## src/rtl/ps2_host_tx.sv

```systemverilog
// PS/2 host-to-device transmitter: request-to-send, 8 data bits LSB first, odd parity, stop, device ACK check.
// Latency: accept -> clock inhibit for INHIBIT_CYCLES, start bit, then 11 device clocks; done/error pulse at the end.
// Backpressure: tx_ready is high only in IDLE; tx_valid at any other time is ignored. Optional watchdog: PS2_TX_TIMEOUT_EN.
module ps2_host_tx #(
  parameter int INHIBIT_CYCLES = 1200,
  parameter int TIMEOUT_CYCLES = 150000
) (
  input  logic       clock,
  input  logic       reset,
  input  logic [7:0] tx_data,
  input  logic       tx_valid,
  output logic       tx_ready,
  output logic       tx_busy,
  input  logic       ps2_clk_in,
  input  logic       ps2_data_in,
  output logic       ps2_clk_oe,
  output logic       ps2_data_oe,
  output logic       tx_done,
  output logic       tx_error
);

  localparam int INH_W = $clog2(INHIBIT_CYCLES + 1);
  localparam logic [INH_W-1:0] INH_LAST = INH_W'(INHIBIT_CYCLES - 1);

  typedef enum logic [2:0] {IDLE, INHIBIT, START, SEND, ACK, RELEASE} state_t;

  state_t           state;
  logic             clk_meta, clk_sync, clk_prev;
  logic             data_meta, data_sync;
  logic             fall;
  logic [INH_W-1:0] inh_cnt;
  logic [3:0]       bit_cnt;
  logic [7:0]       data_q;
  logic             parity_q;

`ifdef PS2_TX_TIMEOUT_EN
  localparam int WD_W = $clog2(TIMEOUT_CYCLES + 1);
  localparam logic [WD_W-1:0] WD_LAST = WD_W'(TIMEOUT_CYCLES - 1);
  logic [WD_W-1:0] wd_cnt;
`endif

  // Busy is simply the complement of ready so the receive path sees it in lockstep.
  assign tx_busy = ~tx_ready;

  // Falling edge of the device clock, taken from the synchronized copy.
  assign fall = clk_prev & ~clk_sync;

  // Two-flop synchronizers for the asynchronous pads; idle-high line value on reset.
  always_ff @(posedge clock) begin
    if (reset) begin
      clk_meta  <= 1'b1;
      clk_sync  <= 1'b1;
      clk_prev  <= 1'b1;
      data_meta <= 1'b1;
      data_sync <= 1'b1;
    end else begin
      clk_meta  <= ps2_clk_in;
      clk_sync  <= clk_meta;
      clk_prev  <= clk_sync;
      data_meta <= ps2_data_in;
      data_sync <= data_meta;
    end
  end

  // Transmit FSM with registered pad enables and result pulses.
  always_ff @(posedge clock) begin
    if (reset) begin
      state       <= IDLE;
      tx_ready    <= 1'b1;
      ps2_clk_oe  <= 1'b0;
      ps2_data_oe <= 1'b0;
      tx_done     <= 1'b0;
      tx_error    <= 1'b0;
      inh_cnt     <= '0;
      bit_cnt     <= '0;
      data_q      <= '0;
      parity_q    <= 1'b0;
`ifdef PS2_TX_TIMEOUT_EN
      wd_cnt      <= '0;
`endif
    end else begin
      tx_done  <= 1'b0;
      tx_error <= 1'b0;
      case (state)
        IDLE: begin
          // tx_ready is still low during the done/error pulse cycle and rises one cycle later.
          tx_ready    <= 1'b1;
          ps2_clk_oe  <= 1'b0;
          ps2_data_oe <= 1'b0;
          if (tx_valid && tx_ready) begin
            data_q     <= tx_data;
            parity_q   <= ~^tx_data;
            inh_cnt    <= '0;
            ps2_clk_oe <= 1'b1;
            tx_ready   <= 1'b0;
            state      <= INHIBIT;
          end
        end
        INHIBIT: begin
          if (inh_cnt == INH_LAST) begin
            ps2_data_oe <= 1'b1;
            bit_cnt     <= '0;
            state       <= START;
          end else begin
            inh_cnt <= inh_cnt + INH_W'(1);
          end
        end
        START: begin
          // Release the clock with the start bit still driven; the device now clocks us.
          ps2_clk_oe <= 1'b0;
          state      <= SEND;
        end
        SEND: begin
          if (fall) begin
            bit_cnt <= bit_cnt + 4'd1;
            if (bit_cnt < 4'd8) begin
              ps2_data_oe <= ~data_q[bit_cnt[2:0]];
            end else if (bit_cnt == 4'd8) begin
              ps2_data_oe <= ~parity_q;
            end else begin
              ps2_data_oe <= 1'b0;
              state       <= ACK;
            end
          end
        end
        ACK: begin
          if (fall) begin
            if (data_sync) begin
              tx_error <= 1'b1;
              state    <= IDLE;
            end else begin
              state <= RELEASE;
            end
          end
        end
        RELEASE: begin
          if (clk_sync && data_sync) begin
            tx_done <= 1'b1;
            state   <= IDLE;
          end
        end
        default: state <= IDLE;
      endcase
`ifdef PS2_TX_TIMEOUT_EN
      // Watchdog on device clock activity; expiry overrides whatever the FSM chose this cycle.
      if ((state == SEND || state == ACK || state == RELEASE) && !fall) begin
        wd_cnt <= wd_cnt + WD_W'(1);
        if (wd_cnt == WD_LAST) begin
          ps2_clk_oe  <= 1'b0;
          ps2_data_oe <= 1'b0;
          tx_done     <= 1'b0;
          tx_error    <= 1'b1;
          state       <= IDLE;
        end
      end else begin
        wd_cnt <= '0;
      end
`endif
    end
  end

endmodule

```

## config.mk

```make
export PLATFORM = sky130hd
export DESIGN_NAME = ps2_host_tx
export DESIGN_NICKNAME = d
export VERILOG_FILES = /design/src/rtl/ps2_host_tx.sv
export SDC_FILE = /design/constraint.sdc
export NUM_CORES = 1
export LEC_CHECK = 0
export ABC_AREA = 1
export BUFFER_PORTS_ARGS = -buffer_cell sky130_fd_sc_hd__buf_4
export CORE_AREA = 4 4 61 63
export CTS_CLUSTER_SIZE = 40
export DETAILED_ROUTE_END_ITERATION = 8
export DIE_AREA = 0 0 65 67
export PLACE_DENSITY = 0.79
export SLEW_MARGIN = 20
export SYNTH_ARGS = -nofsm -noshare
export SYNTH_HDL_FRONTEND = slang
export SYNTH_SLANG_ARGS = --single-unit
export TNS_END_PERCENT = 10
```

## constraint.sdc

```tcl
create_clock -name clock -period 2.69 [get_ports clock]
set_input_delay 0.1345 -clock clock [delete_from_list [all_inputs] [get_ports clock]]
set_output_delay 0.1345 -clock clock [all_outputs]
set_load 0.005 [all_outputs]
```

==> out/results.ini <==
[status]
status=complete, no violations

[pwr]
combPwrFrac_pct=38.9
clkPwrFrac_pct=17.5
powerDensity_nw_per_um2=762
switching_share_pct=40.5
seqPwrFrac_pct=43.7
p_int_mw=0.956
switching_power_mw=0.650
ir_drop_mv=0.476
finalPower_mw=1.61
leakage_nw=0.886

[yosys]
syn_area_um2=1870
yosysTopAreaCell=dfxtp_1
synth_cell_types=33
yosys_warnings=0
synth_area_leaders=dfxtp_1 40%, nand2_1 11%, a21oi_1 6.7%
synth_edf_count=0
syn_inst=258
synth.ff_latch_count=37
syn-num-nets=274
synth_common_cells=53 x nand2_1, 37 x dfxtp_1, 33 x inv_1
ys_seq_area_share_pct=39.7
synth_most_common_cell=nand2_1
synth_top_area_share_pct=39.7
synth_ff_type=dfxtp_1
syn-mean-instance-area_um2=7.24
synthArstFlopShare_pct=0

[critical_path]
worstSetupEndpointType=flip-flop
critPathKind=reg2reg
worstPathRequired_ps=2930
worst_setup_path_start_kind=flip-flop
path_max_fanout=7
arrival_ps=1890

[routing]
antenna_left=0
wirelength_um=3500
vias=1663
wl_per_cell_um=10.7
viasPerCell=5.07
dr.pass1.iters=4
drt_iter0_markers=88
drc=0

[sta]
worst_pin_slew_ps=506
setup-violations-final=0
min_period_over_period_pct=61.5
setup_tns_ps=0
clock_skew_ps=11.0
rsz0062_at_grt=no
max_clock_freq_mhz=605
hold_violations=0
period_minus_slack_ps=1650
slew_violations=0
maxSlewHeadroom_pct=66.2
final.setup.worst_slack_ps=1040

[placed_design]
port_buffers=18
place_ws_ps=1060
post-dp-hpwl_um=2620
place_area_um2=2040
routabilityCongestion=0.889

[die]
rows=21
die_x_um=65
io-pin-count=19
die_h_um=67
coreArea_um2=3230
initial_core_util_pct=57.8
die-area_um2=4360

[finish]
drive_gt1_share_pct=16.3
design_area_um2=2110
diodes=0
utilization_pct=65.2
area_delta_synth_final_pct=12.9
nNetsFinal=297

[clock_network]
clockBufferDepth=2
cts-root-buf=clkbuf_4
htreeDepth=2
postCtsSetupRepairBufs=0
clkTransAtPathRegs_ps=110
cts_resized=0
clock_latency_ps=340
cts_tree=yes
numCtsBuffers=5
clock-sinks=37

[global_route]
overflow=0
grtUsageMet2_pct=32.6
use_met3_pct=6.07
grt_usage_pct=18.5
grt.met1_usage_pct=20.8
grt-busiest-layer=met2
grt_pass1_wl_um=6200
grt_pass1_vias=1521
grt_max_degree=19
antenna_found_initial=0

[hold_path]
hold_path.class=in2reg

[flow_run]
drv_cap=0

power by group through the flow:
stage | registers (mW) | clock network [mW] | logic [mW]
after global placement | 0.712 | 0 | 0.617
final | 0.701 | 0.281 | 0.624
after CTS | 0.702 | 0.292 | 0.624
after global routing | 0.719 | 0.315 | 0.702
after floorplan | 0.704 | 0 | 0.515
after detailed placement | 0.714 | 0 | 0.619
sequential cells by signal, indices dropped and copies added, names as in the netlist, 3 cells and up:
| name | cells |
|---|---|
| inh_cnt | 11 |
| state | 3 |
| bit_cnt | 4 |
| data_q | 8 |
path summary, 6_finish.rpt:
kind,slack [ps],endpoint,start,cells after the start
worst max-delay path,1040,state[0],bit_cnt[0],10
worst min-delay path,60,state[1],reset,2
worst max register to register,1040,state[0],bit_cnt[0],10
worst min register to register,420,data_sync,data_meta,1
cell type report:
cell class	instances	area, um2
repair buffers	20	155
flip-flops and latches	37	741
fillers	279	1120
well taps	46	57.6
clock buffers	6	41.3
multi-input cells	179	960
clock inverters	2	10.0
inverters	38	143
layer usage:
metal / vias up / part of all wire [%]
met1: 748 / 46
met3: 9 / 3.5
met5: - / 0
met2: 23 / 49
li1: 883 / -
met4: 0 / 1.7
placed cells by master, fill, tap and decap left out, drive strengths merged, types with 3 or more instances in the layout:
cell and instances:
nor3 7, or2 4, nor2 19, clkbuf 6
nand3 18, a21oi 25, inv 38, o21ai 19
ha 3, nand4 7, nand2 58, dfxtp 37
xor2 3, xnor2 6, buf 18
worst max-delay path, cell delays in order, from the launching register on:
cell	delay [ps]
dfxtp_1	440
inv_1	150
ha_1	230
inv_1	70
o21ai_0	80
nand2_1	80
nand2_1	40
nor2_1	160
nand3_1	140
nor2_1	110
a21oi_1	70
metrics by stage:
step                      hold slack, ps  cells
after floorplan                      238    258
after global placement               320    318
after detailed placement             322    318
after CTS                           51.4    328
after global routing                42.4    328
final                               60.4    328
logic make-up after synthesis:
family / after synthesis / share of synthesized area, %
simple gates: 116 / 30.4
fa+ha+maj: 3 / 2.01
xor+xnor: 9 / 4.22
flops: 37 / 39.7
buf+inv: 42 / 8.91
compound gates: 51 / 14.8
what timing repair did:
action / 4_1_cts / 5_1_grt
setup endpoints to repair: 0 / 0
hold endpoints to repair: 2 / 0
hold buffers: 2 / 0
No activity file was read; power rests on OpenSTA's default activity.
